==> src/rtl/fire_control_if.sv <==
// Launcher-side engagement bus for the fire control sequencer.
// The master modport is the sequencer and the slave modport is the lock FSM, operator panel and launcher side.
interface fire_control_if;
  logic       lock_active;
  logic       operator_auth;
  logic       abort;
  logic       fire_ack;
  logic       fire_req;
  logic [3:0] rounds_fired;
  logic       engage_busy;
  logic       salvo_done;
  logic       fault;
  logic [2:0] state_dbg;

  modport master (
    input  lock_active, operator_auth, abort, fire_ack,
    output fire_req, rounds_fired, engage_busy, salvo_done, fault, state_dbg
  );

  modport slave (
    output lock_active, operator_auth, abort, fire_ack,
    input  fire_req, rounds_fired, engage_busy, salvo_done, fault, state_dbg
  );
endinterface

==> src/rtl/fire_control_seq.sv <==
// Engagement sequencer: arms on a sustained lock, fires authorised rounds over a req/ack
// handshake with cooldown and salvo limit, and latches a fault on launcher timeout.
module fire_control_seq #(
  parameter logic [15:0] ARM_DELAY   = 16'd1000,
  parameter logic [15:0] COOLDOWN    = 16'd5000,
  parameter logic [15:0] ACK_TIMEOUT = 16'd20000,
  parameter logic [3:0]  SALVO_MAX   = 4'd4
) (
  input  logic              clk,
  input  logic              reset,
  fire_control_if.master    fc
);

  typedef enum logic [2:0] {
    S_IDLE     = 3'd0,
    S_ARMING   = 3'd1,
    S_READY    = 3'd2,
    S_FIRE     = 3'd3,
    S_COOLDOWN = 3'd4,
    S_DONE     = 3'd5,
    S_FAULT    = 3'd6
  } state_t;

  state_t      state_q, state_d;
  logic [15:0] cnt_q;
  logic [3:0]  rounds_q, rounds_d, rounds_inc;

  always_comb begin
    state_d    = state_q;
    rounds_d   = rounds_q;
    rounds_inc = rounds_q + 4'd1;
    case (state_q)
      S_IDLE: begin
        if (fc.lock_active && !fc.abort) begin
          state_d  = S_ARMING;
          rounds_d = 4'd0;
        end
      end
      S_ARMING: begin
        if (fc.abort || !fc.lock_active)    state_d = S_IDLE;
        else if (cnt_q == ARM_DELAY - 16'd1) state_d = S_READY;
      end
      S_READY: begin
        if (fc.abort || !fc.lock_active) state_d = S_IDLE;
        else if (fc.operator_auth)       state_d = S_FIRE;
      end
      // Lock loss is deliberately ignored here: the launcher may already be committed.
      S_FIRE: begin
        if (fc.fire_ack) begin
          rounds_d = rounds_inc;
          if (fc.abort)                    state_d = S_IDLE;
          else if (rounds_inc == SALVO_MAX) state_d = S_DONE;
          else                             state_d = S_COOLDOWN;
        end else if (fc.abort) begin
          state_d = S_IDLE;
        end else if (cnt_q == ACK_TIMEOUT - 16'd1) begin
          state_d = S_FAULT;
        end
      end
      S_COOLDOWN: begin
        if (fc.abort || !fc.lock_active) begin
          state_d = S_IDLE;
        end else if (cnt_q == COOLDOWN - 16'd1) begin
          state_d = fc.operator_auth ? S_FIRE : S_READY;
        end
      end
      S_DONE: begin
        if (fc.abort || !fc.lock_active) state_d = S_IDLE;
      end
      S_FAULT: begin
        if (fc.abort) state_d = S_IDLE;
      end
      default: state_d = S_IDLE;
    endcase
  end

  // Phase counter restarts on every state change and saturates rather than wrapping.
  always_ff @(posedge clk) begin
    if (reset) begin
      state_q  <= S_IDLE;
      cnt_q    <= 16'd0;
      rounds_q <= 4'd0;
    end else begin
      state_q  <= state_d;
      rounds_q <= rounds_d;
      if (state_d != state_q)    cnt_q <= 16'd0;
      else if (cnt_q != 16'hFFFF) cnt_q <= cnt_q + 16'd1;
    end
  end

  assign fc.fire_req     = (state_q == S_FIRE);
  assign fc.rounds_fired = rounds_q;
  assign fc.engage_busy  = (state_q == S_ARMING) || (state_q == S_READY) ||
                           (state_q == S_FIRE)   || (state_q == S_COOLDOWN);
  assign fc.salvo_done   = (state_q == S_DONE);
  assign fc.fault        = (state_q == S_FAULT);
  assign fc.state_dbg    = state_q;

endmodule

==> src/flat_wrapper.sv <==
// flat-port wrapper written by rule: the top's interface ports become plain ports
module fire_control_seq_flat 
#(
  parameter logic [15:0] ARM_DELAY   = 16'd1000,
  parameter logic [15:0] COOLDOWN    = 16'd5000,
  parameter logic [15:0] ACK_TIMEOUT = 16'd20000,
  parameter logic [3:0]  SALVO_MAX   = 4'd4
)
  (clk, reset, fc_lock_active, fc_operator_auth, fc_abort, fc_fire_ack, fc_fire_req, fc_rounds_fired, fc_engage_busy, fc_salvo_done, fc_fault, fc_state_dbg);
  fire_control_if fc_i ();
  input  logic clk;
  input  logic reset;
  input wire logic [$bits(fc_i.lock_active)-1:0] fc_lock_active;
  input wire logic [$bits(fc_i.operator_auth)-1:0] fc_operator_auth;
  input wire logic [$bits(fc_i.abort)-1:0] fc_abort;
  input wire logic [$bits(fc_i.fire_ack)-1:0] fc_fire_ack;
  output wire logic [$bits(fc_i.fire_req)-1:0] fc_fire_req;
  output wire logic [$bits(fc_i.rounds_fired)-1:0] fc_rounds_fired;
  output wire logic [$bits(fc_i.engage_busy)-1:0] fc_engage_busy;
  output wire logic [$bits(fc_i.salvo_done)-1:0] fc_salvo_done;
  output wire logic [$bits(fc_i.fault)-1:0] fc_fault;
  output wire logic [$bits(fc_i.state_dbg)-1:0] fc_state_dbg;
  assign fc_i.lock_active = fc_lock_active;
  assign fc_i.operator_auth = fc_operator_auth;
  assign fc_i.abort = fc_abort;
  assign fc_i.fire_ack = fc_fire_ack;
  assign fc_fire_req = fc_i.fire_req;
  assign fc_rounds_fired = fc_i.rounds_fired;
  assign fc_engage_busy = fc_i.engage_busy;
  assign fc_salvo_done = fc_i.salvo_done;
  assign fc_fault = fc_i.fault;
  assign fc_state_dbg = fc_i.state_dbg;
  fire_control_seq #(.ARM_DELAY(ARM_DELAY), .COOLDOWN(COOLDOWN), .ACK_TIMEOUT(ACK_TIMEOUT), .SALVO_MAX(SALVO_MAX)) u_core (.clk(clk), .reset(reset), .fc(fc_i));
endmodule
==> config.mk <==
export PLATFORM = sky130hd
export DESIGN_NAME = fire_control_seq_flat
export DESIGN_NICKNAME = d
export VERILOG_FILES = /design/src/rtl/fire_control_if.sv /design/src/rtl/fire_control_seq.sv /design/src/flat_wrapper.sv
export SDC_FILE = /design/constraint.sdc
export NUM_CORES = 1
export LEC_CHECK = 0
export ABC_CLOCK_PERIOD_IN_PS = 2700
export CORE_ASPECT_RATIO = 0.6
export CORE_UTILIZATION = 51
export CTS_BUF_LIST = sky130_fd_sc_hd__clkbuf_8
export CTS_CLUSTER_SIZE = 30
export DETAILED_ROUTE_END_ITERATION = 12
export MAX_ROUTING_LAYER = met4
export PLACE_DENSITY = 0.77
export SETUP_SLACK_MARGIN = 0.05
export SYNTH_ARGS = -nofsm -noshare
export SYNTH_HDL_FRONTEND = slang
export SYNTH_SLANG_ARGS = --single-unit
==> constraint.sdc <==
create_clock -name clk -period 2.7 [get_ports clk]
set_clock_uncertainty 0.15 [all_clocks]
set_input_delay 0.405 -clock clk [delete_from_list [all_inputs] [get_ports clk]]
set_output_delay 0.405 -clock clk [all_outputs]
set_load 0.03 [all_outputs]
=== Yosys cells after proc, flatten, opt, wreduce, memory -nomap -nowiden ===
Index checks and enable logic that the tools add are counted.
Widths: inputs -> output; s select.

* Input port bits: 6
* Register bits: 23
* Output and inout port bits: 11

* Reductions and logical operators: 11
* Muxes and demuxes: 19
* Eq/ne operators: 14
* Add/sub/neg operators: 2

{| class="wikitable"
|+ Operators with widths
! operator !! count
|-
| $mux 3 || 13
|-
| $pmux 3 s7 || 1
|-
| $add 16x1->16 const B || 1
|-
| $eq 16x10->1 const B || 1
|-
| $eq 16x13->1 const B || 1
|-
| $eq 16x15->1 const B || 1
|-
| $ne 16x16->1 const B || 1
|-
| $eq 3x3->1 const B || 3
|-
| $mux 4 || 2
|-
| $pmux 4 s2 || 1
|-
| $eq 3x2->1 const B || 2
|-
| $add 4x1->4 const B || 1
|-
| $eq 4x3->1 const B || 1
|-
| $logic_or 1x1->1 || 4
|-
| $eq 3x1->1 const B || 1
|-
| $logic_not 3->1 || 1
|-
| $ne 3x3->1 || 1
|-
| $reduce_and 3->1 || 1
|-
| $logic_not 1->1 || 2
|-
| $mux 1 || 2
|-
| $ne 2x1->1 const B || 1
|-
| $ne 2x2->1 const B || 1
|-
| $reduce_bool 2->1 || 1
|-
| $reduce_or 2->1 || 1
|-
| $logic_and 1x1->1 || 1
|}

=== Depth between registers and ports, before layout ===
Gate-level depths: netlist (run 1).

* Depth after elaboration: 8
* Gate-level depth with buffers: 8
* Mapped depth without buffers: 7

=== Least setup slack after synthesis (run 1) ===
No wires, ideal clock.

* Kind: register to register
* Start: register u_core.cnt_q[14]
* End: register u_core.cnt_q[10]
* Cell stages (with the launch flop): 8
* Clock period less this slack: 2.561 ns
* Library setup time: 0.116 ns
* Slack: 0.139 ns
* Arrival time: 2.296 ns
* Cell sequence: dfxtp_1 > or4b_1 > or4_1 > and3b_1 > o31a_1 > o211ai_4 > buf_6 > nor2_1

* Longest elaborated chain between the ends: 7
* Elaborated cells between the ends (all ways): 14
* Classes of those cells: 5 x eq/ne; 8 x mux; 1 x reduce/logical

{| class="wikitable"
|+ Ends and longest elaborated chain
! what !! RTL line !! source
|-
| start, declared || fire_control_seq.sv:25 || <nowiki>logic [15:0] cnt_q;</nowiki>
|-
| start signal, assigned || fire_control_seq.sv:87 || <nowiki>else if (cnt_q != 16'hFFFF) cnt_q <= cnt_q + 16'd1;</nowiki>
|-
| $eq 16x15->1 || fire_control_seq.sv:56 || <nowiki>end else if (cnt_q == ACK_TIMEOUT - 16'd1) begin</nowiki>
|-
| $mux 3 || fire_control_seq.sv:56 ||
|-
| $mux 3 || fire_control_seq.sv:54 || <nowiki>end else if (fc.abort) begin</nowiki>
|-
| $mux 3 || fire_control_seq.sv:49 || <nowiki>if (fc.fire_ack) begin</nowiki>
|-
| $pmux 3 s7 || fire_control_seq.sv:32 || <nowiki>case (state_q)</nowiki>
|-
| $ne 3x3->1 || fire_control_seq.sv:86 || <nowiki>if (state_d != state_q) cnt_q <= 16'd0;</nowiki>
|-
| $reduce_or 2->1 (no line) || - ||
|}

Parallel ways exist; a longest one is shown, timed or not.
A chain may end at the register's enable or synchronous reset.

=== Worst setup path after layout (run 1) ===
* Start: register u_core.cnt_q[14]
* End: register u_core.cnt_q[14]

Same word-level chain as after synthesis.

==> impl_metrics.py, run 1 <==
metrics = {
    "clock_network": {
        "cts-buffers-inserted": 3,
        "cts_buffer_depth": 2,
        "tritoncts": "done",
        "hold_buffers": 0,
        "clkSlewWorstSetupHoldPaths_ns": 0.08,
        "clockRootBuffer": "clkbuf_8",
        "cts_resized": 1,
        "clock_latency_ns": 0.26,
        "clock-sinks": 23,
        "cts_setup_buffers": 0,
        "htree_levels": 1,
    },
    "power": {
        "fin_total_pwr_uw": 633.4,
        "ir_drop_mv": 0.3702,
        "p_per_area_nw_per_um2": 364.7,
        "p_leak_nw": 0.6192,
    },
    "synth": {
        "yosysMostFrequentCell": "nor2_1",
        "async_flop_share_pct": 0,
        "synth.distinct_cells": 42,
        "synth.avg_cell_area_sq_um": 7.852,
        "synth_ff_type": "dfxtp_1",
        "ys_top_cells_by_count": "35 x nor2_1, 23 x dfxtp_1, 12 x nand3_1",
        "yosysSeqAreaShare_pct": 33.70,
        "synth.area.mux_share_pct": 0.7326,
        "synth-simple-area-share_pct": 38.28,
        "yosysWarnings": 0,
        "syn-cell-area_sq_um": 1366,
        "synth_compound_area_share_pct": 12.91,
        "yosysTopAreaCell": "dfxtp_1",
        "synth_edf_count": 0,
        "ys_ff_latch": 23,
        "synthTopCellsByArea": "dfxtp_1 34%, nor2_1 9.6%, xnor2_1 5.8%",
        "synth-xor-area-share_pct": 8.974,
        "syn_inst": 174,
        "synth_top_cell_area_share_pct": 33.70,
        "synthAdderAreaFrac_pct": 1.832,
        "synth_nets": 182,
        "synth_top_family_by_area": "simple AND/OR/NAND/NOR gates",
    },
    "timing": {
        "hold_viol": 0,
        "min_period_ns": 2.630,
        "rsz0062_at_grt": "yes",
        "final.period_utilization_pct": 97.41,
        "worstMarginPinSlew_ns": 0.6058,
        "fmax_ghz": 0.3802,
        "fin_tns_setup_ns": 0,
        "hold_slack_ns": 0.4161,
        "maxSlewHeadroom_pct": 59.24,
        "fin_ws_ns": 0.06992,
        "drv_slew": 0,
        "finalSetupViolCount": 0,
    },
    "flow_run": {
        "cap_violations": 0,
    },
    "floorplan": {
        "die-height_um": 42.10,
        "ios": 17,
        "core-area_sq_um": 2522,
        "die_x_um": 68.82,
        "die_area_sq_um": 2897,
        "start_util_pct": 54.17,
        "rows": 14,
    },
    "final_layout": {
        "area_growth_pct": 27.11,
        "fin_nets": 214,
        "fin_util_pct": 68.85,
        "final_area_sq_um": 1737,
        "finalNonFillerCells": 237,
        "diodes": 0,
        "drive_gt1_share_pct": 13.66,
    },
    "worst_setup_path": {
        "required_ns": 2.69,
        "crit_path_start_kind": "flip-flop",
        "arrival_ns": 2.62,
        "path_class": "reg -> reg",
        "cp-end-kind": "flip-flop",
        "path_max_fanout": 16,
    },
    "place": {
        "pre_cts_ws_ns": 0.09219,
        "dp_cells": 233,
        "io_buffers": 16,
        "gp_congestion": 0.8928,
        "post_dp_cell_area_sq_um": 1684,
        "place_hpwl_mm": 2.763,
    },
    "routing": {
        "route.detailed.drc": 0,
        "via_count": 1437,
        "drtPass1Iterations": 4,
        "via_per_inst": 6.063,
        "ant_nets": 0,
        "wl_per_cell_um": 15.13,
        "drt_iter0_drc": 125,
        "wirelength_mm": 3.585,
    },
    "global_route": {
        "first_global_vias": 1335,
        "antenna_found_initial": 0,
        "grt_use_total_pct": 28.79,
        "overflow": 0,
        "grt_pass1_wl_mm": 5.975,
        "grt_max_degree": 17,
    },
    "worst_hold_path": {
        "min_path_type": "reg -> reg",
    },
    "run_status": {
        "status": "complete, no violations",
    },
}
[layout make-up]
type	count	area, sq um
Tap cell	32	40.04
Sequential cell	23	460.4
Multi-Input combinational cell	140	860.8
Inverter	3	11.26
Clock buffer	3	41.29
Timing Repair Buffer	35	315.3
Clock inverter	1	7.507
Fill cell	215	785.8
[cells in the final DEF, fill, tap and decap left out, types with 2 or more instances in the layout]
| master | netlist | layout |
|---|---|---|
| a21oi_1 | 7 | 7 |
| nor3b_1 | 2 | 2 |
| or4b_2 | 2 | 2 |
| dfxtp_1 | 23 | 23 |
| o21bai_1 | 2 | 2 |
| a31oi_1 | 3 | 3 |
| nand2b_1 | 5 | 5 |
| nand2_1 | 8 | 8 |
| or4_1 | 2 | 2 |
| o21ai_0 | 4 | 4 |
| and4b_1 | 2 | 2 |
| buf_4 | 0 | 18 |
| and2_1 | 2 | 2 |
| or3_1 | 4 | 4 |
| clkdlybuf4s50_1 | 0 | 16 |
| xnor2_1 | 9 | 9 |
| a22oi_1 | 2 | 2 |
| nand4b_1 | 2 | 2 |
| nor3_1 | 7 | 7 |
| ha_1 | 2 | 2 |
| nand4_1 | 4 | 4 |
| clkbuf_8 | 0 | 3 |
| nand3b_1 | 2 | 2 |
| inv_1 | 3 | 3 |
| xor2_1 | 5 | 5 |
| nor4_1 | 3 | 3 |
| nand3_1 | 12 | 12 |
| nor2_1 | 35 | 35 |
[routing by layer]
metal | track usage [%] | wire [um] | part of all wire, % | up-vias
li1 | - | - | - | 684
met1 | 38.62 | 1554 | 43 | 659
met2 | 39.80 | 1548 | 43 | 83
met3 | 12.23 | 418 | 12 | 11
met4 | 6.939 | 63 | 1.8 | 0
met5 | - | 0 | 0 | -
[registers in the layout, indices dropped and copies added (netlist names)]
signal / flops
u_core.fc.state_dbg: 3
u_core.fc.rounds_fired: 4
u_core.cnt_q: 16
[where the power goes]
group	leakage, nW	internal [mW]	switching (mW)
sequential	0.186	0.343	0.00361
combinational	0.412	0.0350	0.0345
clock	0.0217	0.104	0.113
total	0.619	0.482	0.151
[logic make-up after synthesis]
kind of cell / after synthesis
fa+ha+maj: 2
buf+inv: 11
compound gates: 25
xor+xnor: 14
simple gates: 98
mux: 1
flops: 23
[worst paths after layout]
check,from,to,slack [ns],cells past startpoint
setup / recovery,u_core.cnt_q[14],u_core.cnt_q[14],0.07,7
hold / removal,u_core.fc.rounds_fired[3],u_core.fc.rounds_fired[3],0.42,2
hold reg to reg,u_core.fc.rounds_fired[3],u_core.fc.rounds_fired[3],0.42,2
setup reg to reg,u_core.cnt_q[14],u_core.cnt_q[14],0.07,7
[critical path, cell delays in order, from the launching register on]
cell and delay (ns):
dfxtp_1 0.33, or4b_4 0.56, or4_1 0.55, and3b_1 0.22, o31a_1 0.31, o211ai_4 0.19, buf_12 0.16, a211oi_1 0.05
(Power assumes the default switching activity.)
==> run 2: changes to the inputs <==
==> constraint.sdc (replaced) <==
create_clock -name clk -period 2.7 [get_ports clk]
set_clock_uncertainty 0.15 [all_clocks]
set_input_delay 0.27 -clock clk [delete_from_list [all_inputs] [get_ports clk]]
set_output_delay 0.27 -clock clk [all_outputs]
set_load 0.03 [all_outputs]
==> run 2 against run 1 <==
Against the previous run:
- first-iteration DRC count rose by 27%
- core utilization shrank 1.5 points
- sequential share of layout area increased by 0.61 points
- global-route usage fell by 2.2 points
- via count shrank 3.3%
- worst hold slack improved by 0.0044 ns
- maximum frequency grew 2.3%
- flip-flop and latch count unchanged
- final cell count shrank 2.5%
- clock-buffer cell count unchanged
==> impl_metrics.py, run 2 (same netlist as run 1, synthesis figures left out) <==
metrics = {
    "power": {
        "ir_drop_mv": 0.3385,
        "p_sw_uw": 145.0,
        "p_leak_nw": 0.5892,
        "seq_power_share_pct": 56.1,
        "p_int_uw": 476.7,
        "p_per_area_nw_per_um2": 366.1,
        "power_frac_comb_pct": 9.6,
        "clockPowerShare_pct": 34.3,
        "sw_frac_of_total_pct": 23.32,
    },
    "worst_setup_path": {
        "crit_buf_inv": 1,
        "cp_top_family": "simple AND/OR/NAND/NOR gates",
        "arrival_ns": 2.56,
        "path_class": "reg -> reg",
        "max_stage_delay_ns": 0.54,
        "r2r-start": "u_core.cnt_q[14]",
        "path_max_fanout": 16,
        "crit_path_start_kind": "flip-flop",
        "slowest_stage": "or4b_4",
        "path_cells": "or4b_4, or4_1, and3b_1, o31a_1, o211ai_4, buf_12, a211oi_1",
        "worstReg2RegEnd": "u_core.cnt_q[14]",
        "cp-end-kind": "flip-flop",
        "r2r_slack_ns": 0.13,
        "r2r_cells": 7,
        "required_ns": 2.69,
    },
    "worst_hold_path": {
        "min_path_type": "reg -> reg",
        "min_path_cells": 2,
        "hold_path_end": "u_core.fc.rounds_fired[3]",
        "min-delay-start": "u_core.fc.rounds_fired[3]",
    },
    "final_layout": {
        "layout_common_cells": "35 x nor2_1, 23 x dfxtp_1, 16 x clkdlybuf4s50_1",
        "finalNonFillerCells": 231,
        "fin_nets": 208,
        "final_common_cell": "nor2_1",
        "largest-register": "u_core.cnt_q",
        "area_growth_pct": 24.27,
        "diodes": 0,
        "drive_gt1_share_pct": 11.56,
        "fill_cells": 204,
        "largest_reg_flops": 16,
    },
    "timing": {
        "hold_viol": 0,
        "min_period_ns": 2.572,
        "drv_slew": 0,
        "finalSetupViolCount": 0,
        "worstMarginPinSlew_ns": 0.6497,
        "final.period_utilization_pct": 95.26,
        "rsz0062_at_grt": "yes",
        "fin_tns_setup_ns": 0,
        "maxSlewHeadroom_pct": 56.29,
        "hold_slack_ns": 0.4205,
        "fmax_ghz": 0.3888,
    },
    "place": {
        "dp_cells": 227,
        "gp_congestion": 0.9202,
        "place_hpwl_mm": 2.605,
        "io_buffers": 16,
    },
    "floorplan": {
        "start_util_pct": 54.17,
        "rows": 14,
        "core-area_sq_um": 2522,
        "die-height_um": 42.10,
        "die_x_um": 68.82,
        "ios": 17,
        "die_area_sq_um": 2897,
    },
    "clock_network": {
        "cts_setup_buffers": 0,
        "cts-buffers-inserted": 3,
        "clock-sinks": 23,
        "clockRootBuffer": "clkbuf_8",
        "htree_levels": 1,
        "tritoncts": "done",
        "cts_buffer_depth": 2,
        "clock_latency_ns": 0.26,
        "clkSlewWorstSetupHoldPaths_ns": 0.08,
    },
    "routing": {
        "via_count": 1390,
        "route.detailed.drc": 0,
        "drt_iter0_drc": 159,
        "wl_per_cell_um": 14.37,
        "wirelength_mm": 3.319,
        "ant_nets": 0,
        "drtPass1Iterations": 4,
        "via_per_inst": 6.017,
    },
    "global_route": {
        "overflow": 0,
        "grt_max_degree": 17,
        "first_global_vias": 1168,
        "antenna_found_initial": 0,
        "grt_use_total_pct": 26.56,
        "grt_pass1_wl_mm": 5.464,
    },
    "run_status": {
        "status": "complete, no violations",
    },
    "flow_run": {
        "cap_violations": 0,
    },
}
[run 2: final cells by class]
| class | count | area (sq um) | share of cell area, % |
|---|---|---|---|
| repair buffers | 29 | 270.3 | 15.92 |
| inverters | 3 | 11.26 | 0.6632 |
| flip-flops and latches | 23 | 460.4 | 27.12 |
| clock inverters | 1 | 7.507 | 0.4422 |
| well taps | 32 | 40.04 | 2.358 |
| multi-input cells | 140 | 867.1 | 51.07 |
| clock buffers | 3 | 41.29 | 2.432 |
[run 2: tightest hold or removal path, cell delays in order, from the launching register on]
cell	delay [ns]
dfxtp_1	0.35
o21ai_0	0.10
a21oi_1	0.07
[run 2: through the flow]
stage / total power, mW / instance area (sq um) / util (%) / worst slack, ns
2_1_floorplan: 0.3893 / 1366 / - / 0.1387
3_3_place_gp: 0.4136 / 1639 / 64.98 / 0.1473
3_5_place_dp: 0.4159 / 1639 / 64.98 / 0.1151
4_1_cts: 0.6267 / 1688 / 66.91 / 0.09877
5_1_grt: 0.6530 / 1698 / 67.31 / 0.03177
6_report: 0.6217 / 1698 / 67.31 / 0.1280
[run 2: what timing repair did]
action,CTS,global route
resized for setup,0,2
hold buffers,0,0
setup endpoints to repair,0,16
[run 2: worst max path at each step]
stage                startpoint                to  slack (ns)  cells past startpoint
2_1_floorplan  u_core.cnt_q[14]  u_core.cnt_q[10]        0.14                      7
3_3_place_gp   u_core.cnt_q[14]  u_core.cnt_q[14]        0.15                      7
6_report       u_core.cnt_q[14]  u_core.cnt_q[14]        0.13                      7
5_1_grt        u_core.cnt_q[14]  u_core.cnt_q[14]        0.03                      7
3_5_place_dp   u_core.cnt_q[14]  u_core.cnt_q[14]        0.12                      7
4_1_cts        u_core.cnt_q[14]  u_core.cnt_q[14]         0.1                      7
[run 2: per-layer routing]
metal	share of wire (%)	global-route usage, %	vias to the layer above
li1	-	-	677
met1	50	40.00	667
met2	41	33.92	40
met3	7.7	9.511	6
met4	1.1	4.490	0
met5	0	-	-
[run 2: power by group through the flow]
stage / logic, mW / registers (mW) / clock network [mW]
after floorplan: 0.0334 / 0.356 / 0
after global placement: 0.0572 / 0.356 / 0
after detailed placement: 0.0591 / 0.357 / 0
after CTS: 0.0593 / 0.349 / 0.219
after global routing: 0.0651 / 0.350 / 0.238
final: 0.0597 / 0.349 / 0.213
==> RTL edit (settings of run 1) <==
`COOLDOWN` is set to 16'd5000 in 2 places; all go to 16'd4096.
--- a/src/rtl/fire_control_seq.sv
+++ b/src/rtl/fire_control_seq.sv
@@ -2,7 +2,7 @@
 // handshake with cooldown and salvo limit, and latches a fault on launcher timeout.
 module fire_control_seq #(
   parameter logic [15:0] ARM_DELAY   = 16'd1000,
-  parameter logic [15:0] COOLDOWN    = 16'd5000,
+  parameter logic [15:0] COOLDOWN    = 16'd4096,
   parameter logic [15:0] ACK_TIMEOUT = 16'd20000,
   parameter logic [3:0]  SALVO_MAX   = 4'd4
 ) (
--- a/src/flat_wrapper.sv
+++ b/src/flat_wrapper.sv
@@ -2,7 +2,7 @@
 module fire_control_seq_flat 
 #(
   parameter logic [15:0] ARM_DELAY   = 16'd1000,
-  parameter logic [15:0] COOLDOWN    = 16'd5000,
+  parameter logic [15:0] COOLDOWN    = 16'd4096,
   parameter logic [15:0] ACK_TIMEOUT = 16'd20000,
   parameter logic [3:0]  SALVO_MAX   = 4'd4
 )
Formal check against the unedited RTL: no difference found for any inputs over 10 cycles, from zero or initial values and one cycle with reset high; that may be too few to reach the edited logic, so the function may still have changed.
==> RTL edit against run 1 <==
  * The flow now finishes with violations (design-rule violations)
  * Worst setup slack better by 0.15 ns
  * Cell area is 3.9% lower
  * Sequential share of layout area is 1.1 points higher
  * Routed wire length is 3.8% lower
  * Power is 2.7% lower
  * Utilization is 4.5 points lower
  * Via count is 3.3% lower
  * Sequential cell count stayed put
  * Synthesized area is 5.6% higher
  * Critical path depth is 1 lower
  * Critical path type unchanged
==> RTL edit: results (changes against run 1) <==
| Metric | Value |
|---|---|
| Multi-input combinational area share | 55.2% (+5.6 points) |
| WL per Instance | 15.6 µm (+3.2%) |
| WP data arrival | 2.47 ns (-0.15 ns) |
| Top cells by count, synth | dfxtp_1 (23), nand2_1 (13), nor4_1 (13) |
| Syn Nets | 183 (+0.55%) |
| Routability Congestion | 0.912 (+2.2%) |
| Lkg Pwr | 0.568 nW (-8.2%) |
| Pre-CTS setup slack | 0.207 ns (+0.115 ns) |
| Signal buffers | 20 (-43%) |
| Status | finished, violations left |
| Pre-antenna DRT Iters | 11 (+7) |
| Vias per cell | 6.29 (+3.7%) |
| Nets@finish | 198 (-7.5%) |
| Synth Area in XOR/XNOR | 9.11% (+0.13 points) |
| First-pass GRT wire length | 5730 µm (-4.1%) |
| Multiplexer share of the synthesized area | 2.86% (+2.1 points) |
| Worst hold endpoint | u_core.cnt_q[1] |
| Total GRT Usage | 24.8% (-4.0 points) |
| PostCTS Resize Cnt | 0 (-1) |
| Worst setup path end | u_core.cnt_q[4] |
| Ranking of synthesized cells by area | dfxtp_1 (32%), nor4_1 (5.6%), xor2_1 (5.5%) |
| Hold Startpoint | u_core.cnt_q[1] |
| Cell depth of the worst flop-to-flop path | 6 (-1) |
| Post-synthesis sequential area ratio | 31.9% (-1.8 points) |
| Hold WS | 0.413 ns (-0.00290 ns) |
| Peak supply drop | 0.000196 V (-47%) |
| Combinational share of power | 9.5% (-1.5 points) |
| Fill cells | 220 (+2.3%) |
| CP Max Fanout | 11 (-5) |
| Failing checks | design-rule violations |
| Drt drc | 2 (+2) |
| Synth unique cells | 45 (+7.1%) |
| Worst setup path startpoint | u_core.cnt_q[0] |
| Pin count of the biggest net entering global routing | 18 (+1) |
| Slew headroom | 62.5% (+3.2 points) |
| Compound-Gate Fraction of Synth Area | 12.7% (-0.16 points) |
| Placed cell areas | 1620 µm² (-3.6%) |
| Layout cell share with drive strength beyond 1 | 7.94% (-5.7 points) |
| Seq. pwr | 0.345 mW (about the same) |
| Signal buf overhead | 11.4% (-6.8 points) |
| Count of multi-input gates | 139 (-0.71%) |
| Routed wl met2 | 1340 µm (-14%) |
-- RTL edit: changes by cell type after synthesis, moves of 4 or more --
cell	run 1	this run
nor4_1	3	13
a21oi_1	7	3
nand2_1	8	13
and3_1	0	4
nor2b_1	1	5
nor3_1	7	11
or3_1	4	0
xor2_1	5	9
nor2_1	35	12
nand4_1	4	10
-- RTL edit: routing by layer --
| layer | up-vias | global-route usage (%) |
|---|---|---|
| li1 | 681 | - |
| met1 | 636 | 36.9 |
| met2 | 71 | 32.4 |
| met3 | 2 | 7.84 |
| met4 | 0 | 4.40 |
| met5 | - | - |
-- RTL edit: worst max-delay path, cell delays in order, from the launching register on --
cell,delay (ns)
dfxtp_1,0.41
ha_1,0.29
nand4_1,0.26
or4_1,0.81
nand4_1,0.21
xor2_1,0.16
nor3_1,0.06
-- RTL edit: through the flow --
step,util [%],instances
after floorplan,-,175
after detailed placement,62.6,217
after CTS,64.4,221
after global routing,64.4,221
after global placement,62.6,217
final,64.4,221
